===== src/rtl/ramp_checker_multilane.sv =====
// Test-ramp checker for NLANES parallel WIDTH-bit samples: verifies per-lane continuity
// and lane-to-lane stepping, tracks acquire/lock, counts good/bad words with a snapshot.
module ramp_checker_multilane #(
  parameter int NLANES    = 8,
  parameter int WIDTH     = 10,
  parameter int CNT_W     = 64,
  parameter int LOCK_GOOD = 4,
  parameter int LOSS_BAD  = 4
) (
  input  logic                      clk,
  input  logic                      rst,
  input  logic [NLANES*WIDTH-1:0]   din,
  input  logic                      din_valid,
  input  logic [WIDTH-1:0]          serial_step,
  input  logic [WIDTH-1:0]          lane_step,
  input  logic                      clr,
  input  logic                      snap,
  output logic [CNT_W-1:0]          ok_cnt,
  output logic [CNT_W-1:0]          err_cnt,
  output logic [NLANES-1:0]         lane_err,
  output logic                      locked,
  output logic                      lock_lost
);

  localparam int RUN_MAX = (LOCK_GOOD > LOSS_BAD) ? LOCK_GOOD : LOSS_BAD;
  localparam int RUN_W   = $clog2(RUN_MAX + 1);

  localparam logic [1:0] ST_EMPTY   = 2'd0;
  localparam logic [1:0] ST_ACQUIRE = 2'd1;
  localparam logic [1:0] ST_LOCKED  = 2'd2;

  localparam logic [RUN_W-1:0] RUN_ONE   = RUN_W'(1);
  localparam logic [RUN_W-1:0] LOCK_LAST = RUN_W'(LOCK_GOOD - 1);
  localparam logic [RUN_W-1:0] LOSS_LAST = RUN_W'(LOSS_BAD - 1);

  function automatic logic [CNT_W-1:0] sat_inc(input logic [CNT_W-1:0] v);
    return (&v) ? v : v + CNT_W'(1);
  endfunction

  logic [1:0]              state_r, state_nxt_s;
  logic [RUN_W-1:0]        run_r, run_nxt_s;
  logic [RUN_W-1:0]        bad_run_r, bad_run_nxt_s;
  logic [NLANES*WIDTH-1:0] prev_r;
  logic [CNT_W-1:0]        ok_live_r, err_live_r, ok_cnt_r, err_cnt_r;
  logic [NLANES-1:0]       lane_err_r, lane_err_nxt_s;
  logic                    locked_r, lock_lost_r;
  logic                    ok_inc_s, err_inc_s, lost_set_s;
  logic [NLANES-1:0]       lane_bad_s;
  logic                    good_s;

  // Serial check against the previous valid word, lane check against the lane below.
  for (genvar gi = 0; gi < NLANES; gi++) begin : g_lane
    logic [WIDTH-1:0] ser_sum_s;
    logic             ser_ok_s, par_ok_s;
    assign ser_sum_s = prev_r[gi*WIDTH +: WIDTH] + serial_step;
    assign ser_ok_s  = (din[gi*WIDTH +: WIDTH] == ser_sum_s);
    if (gi == 0) begin : g_first
      assign par_ok_s = 1'b1;
    end else begin : g_rest
      logic [WIDTH-1:0] par_sum_s;
      assign par_sum_s = din[(gi-1)*WIDTH +: WIDTH] + lane_step;
      assign par_ok_s  = (din[gi*WIDTH +: WIDTH] == par_sum_s);
    end
    assign lane_bad_s[gi] = ~(ser_ok_s & par_ok_s);
  end

  assign good_s = ~(|lane_bad_s);

  // Acquire/lock state machine; advances only on valid words.
  always_comb begin
    state_nxt_s    = state_r;
    run_nxt_s      = run_r;
    bad_run_nxt_s  = bad_run_r;
    lane_err_nxt_s = lane_err_r;
    ok_inc_s       = 1'b0;
    err_inc_s      = 1'b0;
    lost_set_s     = 1'b0;
    if (din_valid) begin
      case (state_r)
        ST_EMPTY: begin
          state_nxt_s   = ST_ACQUIRE;
          run_nxt_s     = '0;
          bad_run_nxt_s = '0;
        end
        ST_ACQUIRE: begin
          if (good_s) begin
            if (run_r == LOCK_LAST) begin
              state_nxt_s   = ST_LOCKED;
              run_nxt_s     = '0;
              bad_run_nxt_s = '0;
            end else begin
              run_nxt_s = run_r + RUN_ONE;
            end
          end else begin
            run_nxt_s = '0;
          end
        end
        ST_LOCKED: begin
          if (good_s) begin
            ok_inc_s      = 1'b1;
            bad_run_nxt_s = '0;
          end else begin
            err_inc_s      = 1'b1;
            lane_err_nxt_s = lane_err_r | lane_bad_s;
            if (bad_run_r == LOSS_LAST) begin
              state_nxt_s   = ST_ACQUIRE;
              run_nxt_s     = '0;
              bad_run_nxt_s = '0;
              lost_set_s    = 1'b1;
            end else begin
              bad_run_nxt_s = bad_run_r + RUN_ONE;
            end
          end
        end
        default: begin
          state_nxt_s   = ST_EMPTY;
          run_nxt_s     = '0;
          bad_run_nxt_s = '0;
        end
      endcase
    end else begin
      state_nxt_s = state_r;
    end
  end

  // Live state, counters and sticky flags; clr discards any word in the same cycle.
  always_ff @(posedge clk) begin
    if (rst || clr) begin
      state_r     <= ST_EMPTY;
      run_r       <= '0;
      bad_run_r   <= '0;
      prev_r      <= '0;
      ok_live_r   <= '0;
      err_live_r  <= '0;
      lane_err_r  <= '0;
      locked_r    <= 1'b0;
      lock_lost_r <= 1'b0;
    end else if (din_valid) begin
      state_r     <= state_nxt_s;
      run_r       <= run_nxt_s;
      bad_run_r   <= bad_run_nxt_s;
      prev_r      <= din;
      lane_err_r  <= lane_err_nxt_s;
      locked_r    <= (state_nxt_s == ST_LOCKED);
      lock_lost_r <= lock_lost_r | lost_set_s;
      if (ok_inc_s) begin
        ok_live_r <= sat_inc(ok_live_r);
      end
      if (err_inc_s) begin
        err_live_r <= sat_inc(err_live_r);
      end
    end
  end

  // Snapshot registers; snap wins over clr so the pre-clear counts are captured.
  always_ff @(posedge clk) begin
    if (rst) begin
      ok_cnt_r  <= '0;
      err_cnt_r <= '0;
    end else if (snap) begin
      ok_cnt_r  <= ok_live_r;
      err_cnt_r <= err_live_r;
    end else if (clr) begin
      ok_cnt_r  <= '0;
      err_cnt_r <= '0;
    end
  end

  assign ok_cnt    = ok_cnt_r;
  assign err_cnt   = err_cnt_r;
  assign lane_err  = lane_err_r;
  assign locked    = locked_r;
  assign lock_lost = lock_lost_r;

endmodule


===== config.mk =====
export PLATFORM = sky130hd
export DESIGN_NAME = ramp_checker_multilane
export DESIGN_NICKNAME = d
export VERILOG_FILES = /design/src/rtl/ramp_checker_multilane.sv
export SDC_FILE = /design/constraint.sdc
export NUM_CORES = 1
export LEC_CHECK = 0
export ABC_AREA = 1
export CAP_MARGIN = 5
export CORE_ASPECT_RATIO = 0.9
export CORE_MARGIN = 10
export CORE_UTILIZATION = 35
export DETAILED_ROUTE_END_ITERATION = 16
export PLACE_DENSITY = 0.56
export SLEW_MARGIN = 20
export SYNTH_ARGS = -nofsm -noshare
export SYNTH_HDL_FRONTEND = slang
export SYNTH_SLANG_ARGS = --single-unit

===== constraint.sdc =====
create_clock -name clk -period 4 [get_ports clk]
set_clock_uncertainty 0.1 [all_clocks]
set_input_delay 1 -clock clk [delete_from_list [all_inputs] [get_ports clk]]
set_output_delay 1 -clock clk [all_outputs]
set_load 0.01 [all_outputs]

* Word level (Yosys, flattened, before mapping)
Index checks and enable logic that the tools add are counted.
** Storage, ports and cells
- Register bits after elaboration :: 354
- Input bits :: 105
- Output and inout port bits :: 138
** Cells by class
- $add $sub $neg :: 19
- Equality and inequality tests :: 24
- Muxes and demuxes :: 29
- Bitwise logic cells :: 19
- Reduce and logical (&&, ||, !) cells :: 11
** Operators with widths (number)
- 64-bit two-way mux :: 3
- 10-bit adder :: 15
- 10-bit equality test :: 15
- 64-bit by 1-bit adder with 64-bit output (second input constant) :: 2
- 64-bit AND reduction :: 2
- 3-bit two-way mux :: 8
- 3-bit AND reduction :: 5
- 3-bit case mux with 2 select lines :: 2
- 1-bit two-way mux :: 10
- 2-bit two-way mux :: 5
- 1-bit inverter :: 10
- 2-bit != test (second input constant) :: 4
- 8-bit OR :: 1
- 8-bit OR reduction :: 1
- 1-bit AND :: 7
- 3-bit by 1-bit adder with 3-bit output (second input constant) :: 2
- 3-bit by 2-bit equality test with 1-bit output (second input constant) :: 2
- 2-bit case mux with 3 select lines :: 1
- 2-bit equality test (second input constant) :: 2
- 2-bit by 1-bit equality test with 1-bit output (second input constant) :: 1
- 2-bit zero test :: 1
- 2-bit nonzero test :: 1
- 1-bit logical OR :: 1
- 1-bit OR :: 1

* Depth between registers and ports, before layout
- Depth in word-level cells :: 9
- Depth in mapped cells :: 26
- Depth with buffers taken out :: 24

* Worst setup path before layout
Ideal clock, no wire load.
- Kind :: input to register
- Start :: input port serial_step[1]
- End :: register ok_live_r[46]
- Setup time :: 138 ps
- Data arrival time :: 3544 ps
- Data required time :: 3762 ps
- Path slack :: 218 ps
- Stages on the path :: 24
- Buffers on the path :: 2
- Cell sequence :: inv_1 -> fa_1 -> inv_1 -> nand2_1 -> nand2_1 -> nand3_1 -> nand2_1 -> nand2_1 -> nand3_1 -> nand2_1 -> nor2_1 -> nand3_1 -> nor2_2 -> nand2_1 -> nor2_4 -> nand2_4 -> nor2_8 -> nand2_4 -> nor2_8 -> nand2_2 -> buf_6 -> buf_6 -> nand2_2 -> a21oi_2
** Between the ends
- Longest elaborated chain between the ends :: 9
- Elaborated cells on any way between the ends :: 36
** RTL lines
- from (decl) :: RTL line 14 : input logic [WIDTH-1:0] serial_step,
- 10-bit adder :: RTL line 55 : assign ser_sum_s = prev_r[gi*WIDTH +: WIDTH] + serial_step;
- 10-bit equality test :: RTL line 56 : assign ser_ok_s = (din[gi*WIDTH +: WIDTH] == ser_sum_s);
- 1-bit AND :: RTL line 64 : assign lane_bad_s[gi] = ~(ser_ok_s & par_ok_s);
- 1-bit inverter :: RTL line 64
- 8-bit OR reduction * :: RTL line 67 : assign good_s = ~(|lane_bad_s);
- 1-bit two-way mux * :: RTL line 99 : if (good_s) begin
- 1-bit two-way mux * :: RTL line 79 : case (state_r)
- 1-bit two-way mux * :: RTL line 78 : if (din_valid) begin
- 3-bit AND reduction (no source line) *
- to (signal assigned) :: RTL line 147 : ok_live_r <= sat_inc(ok_live_r);
- to (decl) :: RTL line 44 : logic [CNT_W-1:0] ok_live_r, err_live_r, ok_cnt_r, err_cnt_r;
Every way passes the cells marked *; elsewhere a longest branch is shown, timed or not.
A chain may end at the register's enable or synchronous reset.

* Worst setup path after layout
- Start :: input port serial_step[8]
- End :: register ok_live_r[43]
Same word-level chain as after synthesis.

==> flow_metrics.env <==
export IMPL_status="finished, final reports clean"
export IMPL_drtIter0Drc=2486
export IMPL_cp_num_buf_inv=4
export IMPL_synth_cell_types=54
export IMPL_seq_area_sq_mm=0.00709
export IMPL_crit_path_start_kind="primary input"
export IMPL_dp_hpwl_mm=85.9
export IMPL_netlist_instances=4738
export IMPL_nets=5734
export IMPL_p_switching_w=0.00355
export IMPL_vias=32900
export IMPL_rrSetupSlack_ns=0.46
export IMPL_setup_viol=0
export IMPL_power_density_mw_per_mm2=282
export IMPL_diodes=0
export IMPL_die_w_um=322
export IMPL_avgSynthCellArea_sq_um=6.06
export IMPL_grt_ovfl_total=0
export IMPL_crit_arrival_ns=4.32
export IMPL_hold_buffers=0
export IMPL_syn_to_final_growth_pct=40.0
export IMPL_grt_pass1_vias=30500
export IMPL_multi_input_area_sq_mm=0.0205
export IMPL_grt_max_degree=157
export IMPL_clock_sinks=354
export IMPL_port_buffers=242
export IMPL_hold_viol=0
export IMPL_leakage_nw=17.4
export IMPL_period_minus_slack_ns=3.90
export IMPL_synth_top_cell_area_share_pct=24.7
export IMPL_finalWirelength_mm=114
export IMPL_crit_top_cell="nand2_1"
export IMPL_gp_congestion=0.971
export IMPL_synth_edf_count=0
export IMPL_cts_buffers=44
export IMPL_die_h_um=292
export IMPL_clock_power_share_pct=40.1
export IMPL_grt_pass1_wl_mm=173
export IMPL_async_flop_share_pct=0
export IMPL_clk_pin_slew_ns=0.06
export IMPL_crit_path_top_delay_cell="clkdlybuf4s50_1"
export IMPL_grt_use_total_pct=22.8
export IMPL_fillers=8345
export IMPL_cp_cell_sequence="clkdlybuf4s50_1 -> buf_12 -> ha_1 -> nand2_1 -> nor2_1 -> nand3_1 -> nand4_1 -> nand2_1 -> nand2_1 -> nand3_1 -> nor2_2 -> nand2_2 -> nor2_4 -> nand2_4 -> nor2_8 -> nand2_4 -> nor2_8 -> buf_12 -> bufbuf_16 -> nand3_2 -> a21oi_2"
export IMPL_post_route_cells_drive_above_1_share_pct=19.7
export IMPL_slew_viol_final=0
export IMPL_io_pins=243
export IMPL_critPathCaptureType="flip-flop"
export IMPL_worstMarginPinSlew_ns=0.806
export IMPL_antenna_found_initial=3
export IMPL_syn_area_sq_mm=0.0287
export IMPL_tritoncts="done"
export IMPL_fin_util_pct=49.5
export IMPL_ys_flop_type="dfxtp_1"
export IMPL_clock_tree_buffer_depth=3
export IMPL_rsz0062_at_grt="true"
export IMPL_cts_htree_levels=2
export IMPL_fp_coreArea_sq_mm=0.0811
export IMPL_hold_class="reg -> reg"
export IMPL_finalPower_w=0.0113
export IMPL_cp_max_fo=8
export IMPL_initial_core_util_pct=35.4
export IMPL_slowest_delay_ns=0.44
export IMPL_slew_headroom_pct=46.3
export IMPL_hold_ws_ns=0.345
export IMPL_ys_ff_latch=354
export IMPL_synth_area_leader_cell="dfxtp_1"
export IMPL_switching_share_pct=31.4
export IMPL_ant_nets=0
export IMPL_crit_family="simple AND/OR/NAND/NOR gates"
export IMPL_required_ns=4.42
export IMPL_max_cap_violations=0
export IMPL_p_seq_share_pct=31.7
export IMPL_clk_latency_ns=0.60
export IMPL_seq_area_frac_synth_pct=24.7
export IMPL_synth_fp_nets=4997
export IMPL_irDropWorstVdd_v=0.000292
export IMPL_cts_root_buf="clkbuf_16"
export IMPL_min_period_over_period_pct=97.4
export IMPL_ys_warn_count=0
export IMPL_power_internal_w=0.00776
export IMPL_viasPerCell=5.01
export IMPL_ys_top_cells_by_area="dfxtp_1 25%, nand2_1 19%, nand3_1 8.5%"
export IMPL_drcViolationCount=0
export IMPL_fmax_mhz=257
export IMPL_drtPass1Iterations=5
export IMPL_placementRows=99
export IMPL_die_area_sq_mm=0.0939
export IMPL_critical_path_class="in -> reg"
export IMPL_wl_per_cell_um=17.3
export IMPL_power_share_combinational_pct=28.2
path summary, 6_finish.rpt:
path / from / to / depth (start not counted)
hold / removal: lock_lost$_SDFFE_PP0P_ / lock_lost$_SDFFE_PP0P_ / 2
setup reg to reg: prev_r[30]$_SDFFE_PP0P_ / ok_live_r[43]$_SDFFE_PP0P_ / 21
setup / recovery: serial_step[8] / ok_live_r[43]$_SDFFE_PP0P_ / 21
hold reg to reg: lock_lost$_SDFFE_PP0P_ / lock_lost$_SDFFE_PP0P_ / 2
cell usage after synthesis (3+ instances only):
cell	count
nand2_1	1482
nor2_2	10
nor4_1	36
and2_1	3
buf_6	5
nand2_2	34
clkbuf_1	93
buf_2	15
nand3_1	486
and3b_1	5
a21o_1	5
nand3_2	35
o21bai_1	5
buf_4	6
xnor2_1	66
xor2_1	139
a21oi_1	384
inv_1	571
or2_4	3
nor2_1	420
buf_1	6
o21ai_0	120
clkinv_1	3
fa_1	15
nand4_1	97
nand3b_1	25
nor3_2	3
ha_1	139
a31oi_1	19
inv_2	8
dfxtp_1	354
a21oi_2	22
or2_1	13
nor3_1	82
cells in the final DEF (no fill, tap or decap), types with 64 or more instances in the layout:
| cell | instances |
|---|---|
| a21oi_1 | 358 |
| buf_4 | 526 |
| clkdlybuf4s50_1 | 206 |
| dfxtp_1 | 354 |
| ha_1 | 72 |
| inv_1 | 563 |
| nand2_1 | 1408 |
| nand2_2 | 101 |
| nand3_1 | 443 |
| nand3_2 | 75 |
| nand4_1 | 97 |
| nor2_1 | 375 |
| nor3_1 | 70 |
| o21ai_0 | 113 |
| xnor2_1 | 64 |
| xor2_1 | 136 |
tightest hold or removal path, stage by stage (launching register included):
cell and delay (ns):
dfxtp_1 0.30, inv_1 0.04, a21oi_1 0.05
metrics by stage:
step                      cells  worst slack (ns)  setup TNS, ns  instance area (sq um)
final                      6569             0.103              0                  40200
after global routing       6569           -0.0587         -0.966                  40200
after CTS                  6539          0.000737              0                  38500
after detailed placement   6443             -1.10        -150.23                  36300
after global placement     6443             -1.08        -147.19                  36300
after floorplan            4738             0.218              0                  28700
power by group through the flow:
stage	registers, W	clock network [W]	logic, W
6_report	0.00359	0.00453	0.00319
2_1_floorplan	0.00365	0	0.00159
4_1_cts	0.00358	0.00465	0.00295
5_1_grt	0.00359	0.00477	0.00354
3_5_place_dp	0.00366	0	0.00290
3_3_place_gp	0.00366	0	0.00289
flip-flops by register name, summed over array words and instances (netlist names):
name and count:
bad_run_r 3, err_cnt 64, lane_err 8, run_r 3
ok_live_r 64, lock_lost 1, prev_r 80, err_live_r 64
ok_cnt 64, locked 1, state_r 2
cells by family (layout without fill, tap and decap cells):
family | Yosys count | in the layout | share of synthesized area, %
compound gates | 561 | 561 | 10.3
xor+xnor | 206 | 206 | 6.31
fa+ha+maj | 154 | 154 | 7.11
buf+inv | 711 | 1481 | 9.74
flops | 354 | 354 | 24.7
simple gates | 2752 | 2753 | 41.9
layer usage:
metal	track usage, %	up-vias	wire, um
met3	2.95	122	7080
li1	-	16800	-
met4	4.65	2	2370
met2	35.2	855	48700
met1	33.3	15100	55500
met5	0	-	13
final cells by class:
type                    instances  area share (%)
well taps                    1060            3.30
repair buffers                819            18.6
clock buffers                  56            2.98
clock inverters                24            1.04
flip-flops and latches        354            17.6
inverters                     582            5.46
multi-input cells            3674            51.0
timing repair:
item | CTS | global route
endpoints found under the setup margin | 146 | 145
resized for setup | 99 | 299
gates cloned | 3 | 8
pin swaps | 20 | 122
setup buffers | 13 | 22
Note: power is estimated with default switching activity, not from simulation.
